<file path="src/rtl/mc_ctrl_pkg.sv">
// Shared encodings for the multicycle control unit: FSM states, opcode/funct
// constants, ALU operation codes, PC source selects and decode helpers.
package mc_ctrl_pkg;

    typedef enum logic [2:0] {
        S_IF   = 3'b000,
        S_ID   = 3'b001,
        S_EXE  = 3'b010,
        S_MEM  = 3'b011,
        S_WB   = 3'b100,
        S_HALT = 3'b111
    } state_e;

    localparam logic [5:0] OP_RTYPE = 6'b000000;
    localparam logic [5:0] OP_ADDIU = 6'b001001;
    localparam logic [5:0] OP_ORI   = 6'b001101;
    localparam logic [5:0] OP_SLTI  = 6'b001010;
    localparam logic [5:0] OP_LW    = 6'b100011;
    localparam logic [5:0] OP_SW    = 6'b101011;
    localparam logic [5:0] OP_BEQ   = 6'b000100;
    localparam logic [5:0] OP_BNE   = 6'b000101;
    localparam logic [5:0] OP_J     = 6'b000010;
    localparam logic [5:0] OP_HALT  = 6'b111111;

    localparam logic [5:0] FN_ADD = 6'b100000;
    localparam logic [5:0] FN_SUB = 6'b100010;
    localparam logic [5:0] FN_AND = 6'b100100;
    localparam logic [5:0] FN_OR  = 6'b100101;
    localparam logic [5:0] FN_SLT = 6'b101010;

    localparam logic [2:0] ALU_ADD = 3'b000;
    localparam logic [2:0] ALU_SUB = 3'b001;
    localparam logic [2:0] ALU_AND = 3'b010;
    localparam logic [2:0] ALU_OR  = 3'b011;
    localparam logic [2:0] ALU_SLT = 3'b100;

    localparam logic [1:0] PCSRC_SEQ = 2'b00;
    localparam logic [1:0] PCSRC_BR  = 2'b01;
    localparam logic [1:0] PCSRC_JMP = 2'b10;

    function automatic logic is_legal(input logic [5:0] op, input logic [5:0] fn);
        logic ok;
        ok = 1'b0;
        case (op)
            OP_RTYPE: begin
                case (fn)
                    FN_ADD, FN_SUB, FN_AND, FN_OR, FN_SLT: ok = 1'b1;
                    default:                               ok = 1'b0;
                endcase
            end
            OP_ADDIU, OP_ORI, OP_SLTI, OP_LW, OP_SW,
            OP_BEQ, OP_BNE, OP_J, OP_HALT:               ok = 1'b1;
            default:                                     ok = 1'b0;
        endcase
        return ok;
    endfunction

    function automatic logic [2:0] alu_op_of(input logic [5:0] op, input logic [5:0] fn);
        logic [2:0] alu;
        alu = ALU_ADD;
        case (op)
            OP_RTYPE: begin
                case (fn)
                    FN_SUB:  alu = ALU_SUB;
                    FN_AND:  alu = ALU_AND;
                    FN_OR:   alu = ALU_OR;
                    FN_SLT:  alu = ALU_SLT;
                    default: alu = ALU_ADD;
                endcase
            end
            OP_ORI:          alu = ALU_OR;
            OP_SLTI:         alu = ALU_SLT;
            OP_BEQ, OP_BNE:  alu = ALU_SUB;
            default:         alu = ALU_ADD;
        endcase
        return alu;
    endfunction

endpackage

</file>
<file path="src/rtl/multicycle_control_unit_decode.sv">
// mc_decode: combinational map of (state, opcode, funct, zero) to datapath
// controls and the next FSM state.
module mc_decode
    import mc_ctrl_pkg::*;
#(
    parameter int OP_W    = 6,
    parameter int FUNCT_W = 6
) (
    input  logic [2:0]         i_state,
    input  logic [OP_W-1:0]    i_opcode,
    input  logic [FUNCT_W-1:0] i_funct,
    input  logic               i_zero,
    output logic [2:0]         o_next_state,
    output logic               o_pcwre,
    output logic               o_irwre,
    output logic               o_regwre,
    output logic               o_regdst,
    output logic               o_dbdatasrc,
    output logic               o_alusrcb,
    output logic               o_extsel,
    output logic [2:0]         o_aluop,
    output logic               o_mrd,
    output logic               o_mwr,
    output logic [1:0]         o_pcsrc,
    output logic               o_halted
);

    logic w_imm_s;
    logic w_sext_s;
    logic w_taken_s;

    // Instruction-class helpers shared by EXE, MEM and WB.
    always_comb begin
        w_imm_s   = (i_opcode == OP_ADDIU) || (i_opcode == OP_ORI) || (i_opcode == OP_SLTI) ||
                    (i_opcode == OP_LW)    || (i_opcode == OP_SW);
        w_sext_s  = (i_opcode == OP_ADDIU) || (i_opcode == OP_SLTI) || (i_opcode == OP_LW) ||
                    (i_opcode == OP_SW)    || (i_opcode == OP_BEQ)  || (i_opcode == OP_BNE);
        w_taken_s = ((i_opcode == OP_BEQ) && i_zero) || ((i_opcode == OP_BNE) && !i_zero);
    end

    // Per-state control decode; ALU controls stay valid from EXE through WB
    // so the unregistered ALU result is still correct at write-back.
    always_comb begin
        o_next_state = S_IF;
        o_pcwre      = 1'b0;
        o_irwre      = 1'b0;
        o_regwre     = 1'b0;
        o_regdst     = 1'b0;
        o_dbdatasrc  = 1'b0;
        o_alusrcb    = 1'b0;
        o_extsel     = 1'b0;
        o_aluop      = ALU_ADD;
        o_mrd        = 1'b0;
        o_mwr        = 1'b0;
        o_pcsrc      = PCSRC_SEQ;
        o_halted     = 1'b0;
        case (i_state)
            S_IF: begin
                o_irwre      = 1'b1;
                o_next_state = S_ID;
            end
            S_ID: begin
                if (i_opcode == OP_J) begin
                    o_pcsrc      = PCSRC_JMP;
                    o_pcwre      = 1'b1;
                    o_next_state = S_IF;
                end else if (i_opcode == OP_HALT) begin
                    o_next_state = S_HALT;
                end else if (!is_legal(i_opcode, i_funct)) begin
                    o_pcwre      = 1'b1;
                    o_next_state = S_IF;
                end else begin
                    o_next_state = S_EXE;
                end
            end
            S_EXE: begin
                o_aluop   = alu_op_of(i_opcode, i_funct);
                o_alusrcb = w_imm_s;
                o_extsel  = w_sext_s;
                if ((i_opcode == OP_BEQ) || (i_opcode == OP_BNE)) begin
                    o_pcwre      = 1'b1;
                    o_pcsrc      = w_taken_s ? PCSRC_BR : PCSRC_SEQ;
                    o_next_state = S_IF;
                end else if ((i_opcode == OP_LW) || (i_opcode == OP_SW)) begin
                    o_next_state = S_MEM;
                end else begin
                    o_next_state = S_WB;
                end
            end
            S_MEM: begin
                o_aluop   = alu_op_of(i_opcode, i_funct);
                o_alusrcb = w_imm_s;
                o_extsel  = w_sext_s;
                if (i_opcode == OP_LW) begin
                    o_mrd        = 1'b1;
                    o_next_state = S_WB;
                end else if (i_opcode == OP_SW) begin
                    o_mwr        = 1'b1;
                    o_pcwre      = 1'b1;
                    o_next_state = S_IF;
                end else begin
                    o_next_state = S_IF;
                end
            end
            S_WB: begin
                o_aluop      = alu_op_of(i_opcode, i_funct);
                o_alusrcb    = w_imm_s;
                o_extsel     = w_sext_s;
                o_regwre     = 1'b1;
                o_pcwre      = 1'b1;
                o_regdst     = (i_opcode == OP_RTYPE);
                o_dbdatasrc  = (i_opcode == OP_LW);
                o_next_state = S_IF;
            end
            S_HALT: begin
                o_halted     = 1'b1;
                o_next_state = S_HALT;
            end
            default: begin
                o_next_state = S_IF;
            end
        endcase
    end

endmodule

</file>
<file path="src/rtl/multicycle_control_unit.sv">
// Multicycle CPU control FSM: state register plus optional performance
// counters (cycle_cnt/instr_cnt) enabled by defining PERF_CNT_EN.
module multicycle_control_unit
    import mc_ctrl_pkg::*;
#(
    parameter int OP_W    = 6,
    parameter int FUNCT_W = 6
) (
    input  logic               CLK,
    input  logic               Reset,
    input  logic [OP_W-1:0]    opcode,
    input  logic [FUNCT_W-1:0] funct,
    input  logic               zero,
    output logic               PCWre,
    output logic               IRWre,
    output logic               RegWre,
    output logic               RegDst,
    output logic               DBDataSrc,
    output logic               ALUSrcB,
    output logic               ExtSel,
    output logic [2:0]         ALUOp,
    output logic               mRD,
    output logic               mWR,
    output logic [1:0]         PCSrc,
    output logic [2:0]         state,
`ifdef PERF_CNT_EN
    output logic [31:0]        cycle_cnt,
    output logic [31:0]        instr_cnt,
`endif
    output logic               halted
);

    state_e     r_state;
    logic [2:0] w_next_state;
    logic       w_pcwre, w_irwre, w_regwre, w_regdst, w_dbdatasrc;
    logic       w_alusrcb, w_extsel, w_mrd, w_mwr, w_halted;
    logic [2:0] w_aluop;
    logic [1:0] w_pcsrc;

    mc_decode #(
        .OP_W    (OP_W),
        .FUNCT_W (FUNCT_W)
    ) u_decode (
        .i_state      (r_state),
        .i_opcode     (opcode),
        .i_funct      (funct),
        .i_zero       (zero),
        .o_next_state (w_next_state),
        .o_pcwre      (w_pcwre),
        .o_irwre      (w_irwre),
        .o_regwre     (w_regwre),
        .o_regdst     (w_regdst),
        .o_dbdatasrc  (w_dbdatasrc),
        .o_alusrcb    (w_alusrcb),
        .o_extsel     (w_extsel),
        .o_aluop      (w_aluop),
        .o_mrd        (w_mrd),
        .o_mwr        (w_mwr),
        .o_pcsrc      (w_pcsrc),
        .o_halted     (w_halted)
    );

    // FSM state register; reset aborts any instruction in flight.
    always_ff @(posedge CLK or negedge Reset) begin
        if (!Reset) begin
            r_state <= S_IF;
        end else begin
            r_state <= state_e'(w_next_state);
        end
    end

    // IF decodes IRWre=1, so every output is gated while Reset is held low.
    assign PCWre     = Reset & w_pcwre;
    assign IRWre     = Reset & w_irwre;
    assign RegWre    = Reset & w_regwre;
    assign RegDst    = Reset & w_regdst;
    assign DBDataSrc = Reset & w_dbdatasrc;
    assign ALUSrcB   = Reset & w_alusrcb;
    assign ExtSel    = Reset & w_extsel;
    assign ALUOp     = Reset ? w_aluop : 3'b000;
    assign mRD       = Reset & w_mrd;
    assign mWR       = Reset & w_mwr;
    assign PCSrc     = Reset ? w_pcsrc : 2'b00;
    assign state     = Reset ? r_state : 3'b000;
    assign halted    = Reset & w_halted;

`ifdef PERF_CNT_EN
    logic [31:0] r_cycle_cnt;
    logic [31:0] r_instr_cnt;

    // Performance counters; both wrap naturally at 32 bits.
    always_ff @(posedge CLK or negedge Reset) begin
        if (!Reset) begin
            r_cycle_cnt <= 32'd0;
            r_instr_cnt <= 32'd0;
        end else begin
            if (r_state != S_HALT) begin
                r_cycle_cnt <= r_cycle_cnt + 32'd1;
            end else begin
                r_cycle_cnt <= r_cycle_cnt;
            end
            if (w_pcwre) begin
                r_instr_cnt <= r_instr_cnt + 32'd1;
            end else begin
                r_instr_cnt <= r_instr_cnt;
            end
        end
    end

    assign cycle_cnt = r_cycle_cnt;
    assign instr_cnt = r_instr_cnt;
`endif

endmodule

</file>
<file path="config.mk">
export PLATFORM = sky130hd
export DESIGN_NAME = multicycle_control_unit
export DESIGN_NICKNAME = d
export VERILOG_FILES = /design/src/rtl/mc_ctrl_pkg.sv /design/src/rtl/multicycle_control_unit_decode.sv /design/src/rtl/multicycle_control_unit.sv
export SDC_FILE = /design/constraint.sdc
export NUM_CORES = 1
export LEC_CHECK = 0
export CORE_UTILIZATION = 45
export CTS_CLUSTER_SIZE = 40
export DETAILED_ROUTE_END_ITERATION = 12
export GPL_TIMING_DRIVEN = 0
export PLACE_DENSITY_LB_ADDON = 0.3
export SLEW_MARGIN = 20
export SYNTH_ARGS = -nofsm -noshare
export SYNTH_HDL_FRONTEND = slang
export SYNTH_HIERARCHICAL = 1
export SYNTH_SLANG_ARGS = --single-unit
</file>
<file path="constraint.sdc">
create_clock -name CLK -period 5.7 [get_ports CLK]
set_clock_uncertainty 0.05 [all_clocks]
set_input_delay 1.71 -clock CLK [delete_from_list [all_inputs] [get_ports CLK]]
set_output_delay 1.71 -clock CLK [all_outputs]
set_load 0.01 [all_outputs]
</file>
## Word level (Yosys, flattened, before mapping)

Index checks and enable logic that the tools add are counted.

| word-level totals | value |
|---|---|
| ROM bits | 0 |
| bits in latches | 0 |
| memory bits (writable) | 0 |
| flip-flop bits (word level) | 3 |
| input port bits | 15 |
| memories | 0 |

| cells by class | value |
|---|---|
| muxes and demuxes | 39 |
| $lt $le $gt $ge | 0 |
| multipliers | 0 |
| eq/ne operators | 19 |
| reductions and logical operators | 21 |
| bitwise operators | 10 |
| add/sub/neg operators | 0 |
| shift operators | 0 |
| divide/modulo/power cells | 0 |

Operators by type and width:

| operator | count |
|---|---|
| $eq A6 B6 Y1 const B | 8 |
| $mux W3 | 8 |
| $pmux W3 S4 | 2 |
| $mux W1 | 21 |
| $eq A6 B4 Y1 const B | 3 |
| $pmux W3 S5 | 1 |
| $eq A6 B3 Y1 const B | 2 |
| $logic_or A1 B1 Y1 | 12 |
| $and A1 B1 Y1 | 10 |
| $reduce_or A9 Y1 | 1 |
| $mux W2 | 4 |
| $eq A3 B2 Y1 const B | 2 |
| $eq A3 B3 Y1 const B | 2 |
| $eq A6 B2 Y1 const B | 1 |
| $logic_not A6 Y1 | 1 |
| $reduce_or A5 Y1 | 1 |
| $pmux W1 S4 | 1 |
| $pmux W2 S2 | 1 |
| $eq A3 B1 Y1 const B | 1 |
| $logic_not A3 Y1 | 1 |
| $reduce_or A3 Y1 | 1 |
| $logic_and A1 B1 Y1 | 2 |
| $pmux W1 S2 | 1 |
| $reduce_or A2 Y1 | 1 |
| $logic_not A1 Y1 | 1 |

## Depth between registers and ports, before layout

| depth | value |
|---|---|
| depth after elaboration | 12 |
| gate-level depth with buffers | 8 |
| depth with buffers taken out | 7 |

## By module

Netlist, hierarchy kept.

Modules (own cells, without submodules):

| module | times used | area an instance (µm²) | cells each |
|---|---|---|---|
| mc_decode | 1 | 533.0 | 88 |
| multicycle_control_unit | 1 | 216.5 | 22 |

## Worst setup path after synthesis

No wires, ideal clock.

| timing | value |
|---|---|
| path kind | input to output |
| from | input port opcode[4] |
| to | output port PCWre |
| setup slack | 0.991 ns |
| data required time | 3.940 ns |
| arrival time | 2.949 ns |
| stages on the path | 6 |
| cells stage by stage | or3_4 nor3_2 and3_1 nor4_1 a211o_1 and2_2 |

| between the ends | value |
|---|---|
| cells in the longest elaborated chain, start to end | 11 |
| elaborated cells between the ends (all ways) | 24 |
| those cells by class | eq/ne: 9; mux: 11; bitwise: 1; reduce/logical: 3 |

RTL lines:

| what | RTL line | text |
|---|---|---|
| from (decl) | multicycle_control_unit.sv:11 | `input logic [OP_W-1:0] opcode,` |
| $eq A6 B6 Y1 (tied with other cells) | mc_ctrl_pkg.sv:44, multicycle_control_unit_decode.sv:67 |  |
| $reduce_or A9 Y1 | mc_ctrl_pkg.sv:44 | `case (op)` |
| $pmux W1 S2 | mc_ctrl_pkg.sv:44 |  |
| $mux W1 | multicycle_control_unit_decode.sv:67 | `end else if (i_opcode == OP_HALT) begin` |
| $mux W1 | multicycle_control_unit_decode.sv:63 | `if (i_opcode == OP_J) begin` |
| $mux W1 | multicycle_control_unit_decode.sv:57 | `case (i_state)` |
| $mux W1 | multicycle_control_unit_decode.sv:69 | `end else if (!is_legal(i_opcode, i_funct)) begin` |
| $mux W1 | multicycle_control_unit_decode.sv:67 |  |
| $mux W1 | multicycle_control_unit_decode.sv:63 |  |
| $pmux W1 S4 (*) | multicycle_control_unit_decode.sv:57 |  |
| named net w_pcwre | multicycle_control_unit.sv:35 | `logic w_pcwre, w_irwre, w_regwre, w_regdst, w_dbdatasrc;` |
| $and A1 B1 Y1 (*) | multicycle_control_unit.sv:73 | `assign PCWre = Reset & w_pcwre;` |
| to (decl) | multicycle_control_unit.sv:14 | `output logic PCWre,` |

The timed path passes the listed nets; every way through them passes the cells marked *. The select of a mux whose other input is x is not followed.

## Worst setup path in the final report

| timing | value |
|---|---|
| from | input port opcode[3] |
| to | output port ALUOp[0] |

| between the ends | value |
|---|---|
| cells in the longest elaborated chain, start to end | 5 |
| elaborated cells between the ends (all ways) | 9 |
| those cells by class | eq/ne: 4; mux: 3; reduce/logical: 2 |

RTL lines:

| what | RTL line | text |
|---|---|---|
| $eq A6 B3 Y1 | mc_ctrl_pkg.sv:61 | `case (op)` |
| $reduce_or A2 Y1 | mc_ctrl_pkg.sv:61 |  |
| $pmux W3 S4 (*) | mc_ctrl_pkg.sv:61 |  |
| $mux W3 (*) | - |  |
| named net w_aluop[0] | multicycle_control_unit.sv:37 | `logic [2:0] w_aluop;` |
| $mux W3 (*) | multicycle_control_unit.sv:80 | `assign ALUOp = Reset ? w_aluop : 3'b000;` |
| to (decl) | multicycle_control_unit.sv:21 | `output logic [2:0] ALUOp,` |

The timed path passes the listed nets; every way through them passes the cells marked *.

==> impl_results.md <==
* Ant. Diodes at 0
* Htree depth at 1
* CP startpoint kind: input port
* Fin area at roughly 1200 sq um
* Fraction of layout cells with a size suffix above 1 at 24.0%
* Synth Flop Type: dfrtp_1
* Post-synthesis async set-or-reset flop share at 100%
* Outcome: finished clean
* PwrDens at around 150 nW/um^2
* Slew headroom at a little under three quarters
* CP Capture Type: output port
* Total clock sinks at 3
* Ports at 33
* Yosys warnings at 6
* Detailed-router iteration count before antenna repair at 4
* DRT iter0 DRCs at 34
* Detailed Place HPWL at approximately 1.6 mm
* TritonCTS Buffers at 3
* CORE AREA at 1520 sq um
* Full die area at about 1800 sq um
* Slew Viols, Final at 0
* Gr ovfl total at 0
* Clock Tree Buf Depth at 2
* Synth top area share at 14.0%
* Routed vias at around 960
* Fill count at about 120
* Multi-input logic area at a little under 700 sq um
* GRT met3 Usage at under 10%
* Setup-violating endpoint count in the final report at 0
* Largest register by flop count: r_state
* CTS tree: yes
* Total track usage at around a quarter
* Syn Nets at ~130
* Finished Layout Cells at around 160
* Wirelength per Cell at between 10 and 15 um
* Most numerous cell in the Yosys netlist: and2_2
* Root Driver: clkbuf_4
* Row count at 14
* CP max FO at 10
* DIE HEIGHT at between 40 and 50 um
* Setup Fix Bufs, Post-CTS at 0
* Critical path class: in2out
* Worst-Skew Late Latency at ~0.23 ns
* EDFF count, synth at 0
* Final Cycle Share at 95.8%
* Initial antenna violation count at 0
* Mapped Cells at between 100 and 150
* Max reg flops at 3
* Clock transition at path regs at roughly 0.04 ns
* Initial Util at between 40 and 50%
* I/O Buffers at 32
* Syn_area_per_cell at approximately 7 sq um
* Register area share after synthesis at about 10%
* Ranking of synthesized cells by area: and2_2, dfrtp_1, nor2_1, nor3_1, nand2b_1
* Vias per Instance at 5.94
* Final wirelength at 2.08 mm
* Fmax at between 150 and 200 MHz
* Max-cap violations at 0
* Flops & latches, synth at 3
* Measured slew at the worst slew-check pin at approximately 0.42 ns
* First-pass GRT wire length at ~3.5 mm
* Final GP Congestion at roughly 0.85
* Antenna Violating Nets Remaining at 0
* Sequential cell area at 75.1 sq um
* Hold WC Path Type: reg2reg
* Post-route DRC at 0
* NumNets Final at about 160
* Final core occ at slightly below 80%
* Global route hottest layer: met2
* Largest area contributor in the netlist: and2_2
* P&R area growth vs syn at 57.1%
* Largest net degree at the start of global routing at 13
* Data arrival time of the worst path at approximately 3.7 ns
* Min cycle time layout at roughly 5.5 ns
* Peak supply drop at about 110 uV
* Synth unique cells at between 40 and 50
* Leakage power figure at 0.489 nW
* DP Area at around 1100 sq um
* Commonest cells post-synth: and2_2, nor2_1, nor3_1, nand2b_1, a21oi_1
* Placed Cells at between 150 and 200
* M2 GR Usage at a little over two fifths
* R2R Setup Slk at ~4.5 ns
* Vias in the first global route at 862
* Worst endpoint required time at 3.94 ns
* Final TNS setup at 0 ns
* Mapped cell area at ~750 sq um
* Die width at about 43 um
* Final count of hold timing violations at 0
* GR Layer Usage met1 at a little under a third
* Biggest regs: r_state (3)
* RSZ-0062 raised after global routing: false
* Min Hold Slack at between 0.5 and 0.6 ns
[kinds of logic (layout without fill, tap and decap cells)]
family / Yosys count / in the layout / synth area share [%]
and+or+nand+nor: 77 / 77 / 64.3
muxes: 1 / 1 / 1.34
DFF: 3 / 3 / 10.0
AOI/OAI and AO/OA: 18 / 18 / 15.4
buffers and inverters: 9 / 45 / 6.68
xor gates and xnor gates: 2 / 2 / 2.34
[final timing paths]
check,from,endpoint,cells after the start
min,r_state[2]$_DFF_PN0_,r_state[0]$_DFF_PN0_,1
min in group asynchronous,Reset,r_state[2]$_DFF_PN0_,1
max in group asynchronous,Reset,r_state[1]$_DFF_PN0_,1
max,opcode[3],ALUOp[0],9
min reg2reg,r_state[2]$_DFF_PN0_,r_state[0]$_DFF_PN0_,1
max reg2reg,r_state[1]$_DFF_PN0_,r_state[2]$_DFF_PN0_,4
[routing by layer]
layer	wire length, um	up-vias
met1	940	446
met4	0	0
met2	1020	47
met5	0	-
li1	-	469
met3	124	0
[layout by cell type (no fill, tap or decap), drive strengths merged, types with 4 or more instances in the layout]
cell type,count
nand2b,7
buf,5
dlygate4sd2,4
a21oi,5
nand3b,4
clkdlybuf4s50,27
o21ai,5
nor3,9
and2,18
clkbuf,5
nor2,14
nand3,4
nand2,4
[critical path: stages]
cell and delay, ns:
clkdlybuf4s50_1 0.50, buf_6 0.15, nor2b_4 0.16, a21oi_1 0.07, o21ai_0 0.14, nand3b_1 0.13
a2111oi_2 0.38, and2_4 0.20, dlygate4sd2_1 0.26
[layout make-up]
type,count,share of cell area (%)
Clock buffer,4,2.23
Tap cell,16,1.70
Sequential cell,3,6.38
Inverter,3,0.956
Multi-Input combinational cell,98,57.2
Timing Repair Buffer,32,27.0
Buffer,6,4.57
[what timing repair did]
| action | 4_1_cts | 5_1_grt |
|---|---|---|
| resized for setup | 19 | 2 |
| endpoints found under the setup margin | 2 | 1 |
| hold buffers | 0 | 0 |
| pin swaps | 2 | 1 |
[power by group]
group | leakage (nW) | switching (mW) | internal [mW]
sequential | 0.0393 | 0.0112 | 0.0269
clock | 0.0150 | 0.0112 | 0.0262
combinational | 0.435 | 0.0512 | 0.0530
[metrics by stage]
| stage | power (mW) | worst slack, ns |
|---|---|---|
| floorplan | 0.0955 | 0.991 |
| global placement | 0.135 | -0.131 |
| detailed placement | 0.138 | -0.183 |
| CTS | 0.181 | 0.0439 |
| global route | 0.194 | 0.0994 |
| finish | 0.180 | 0.237 |
(Power assumes the default switching activity.)
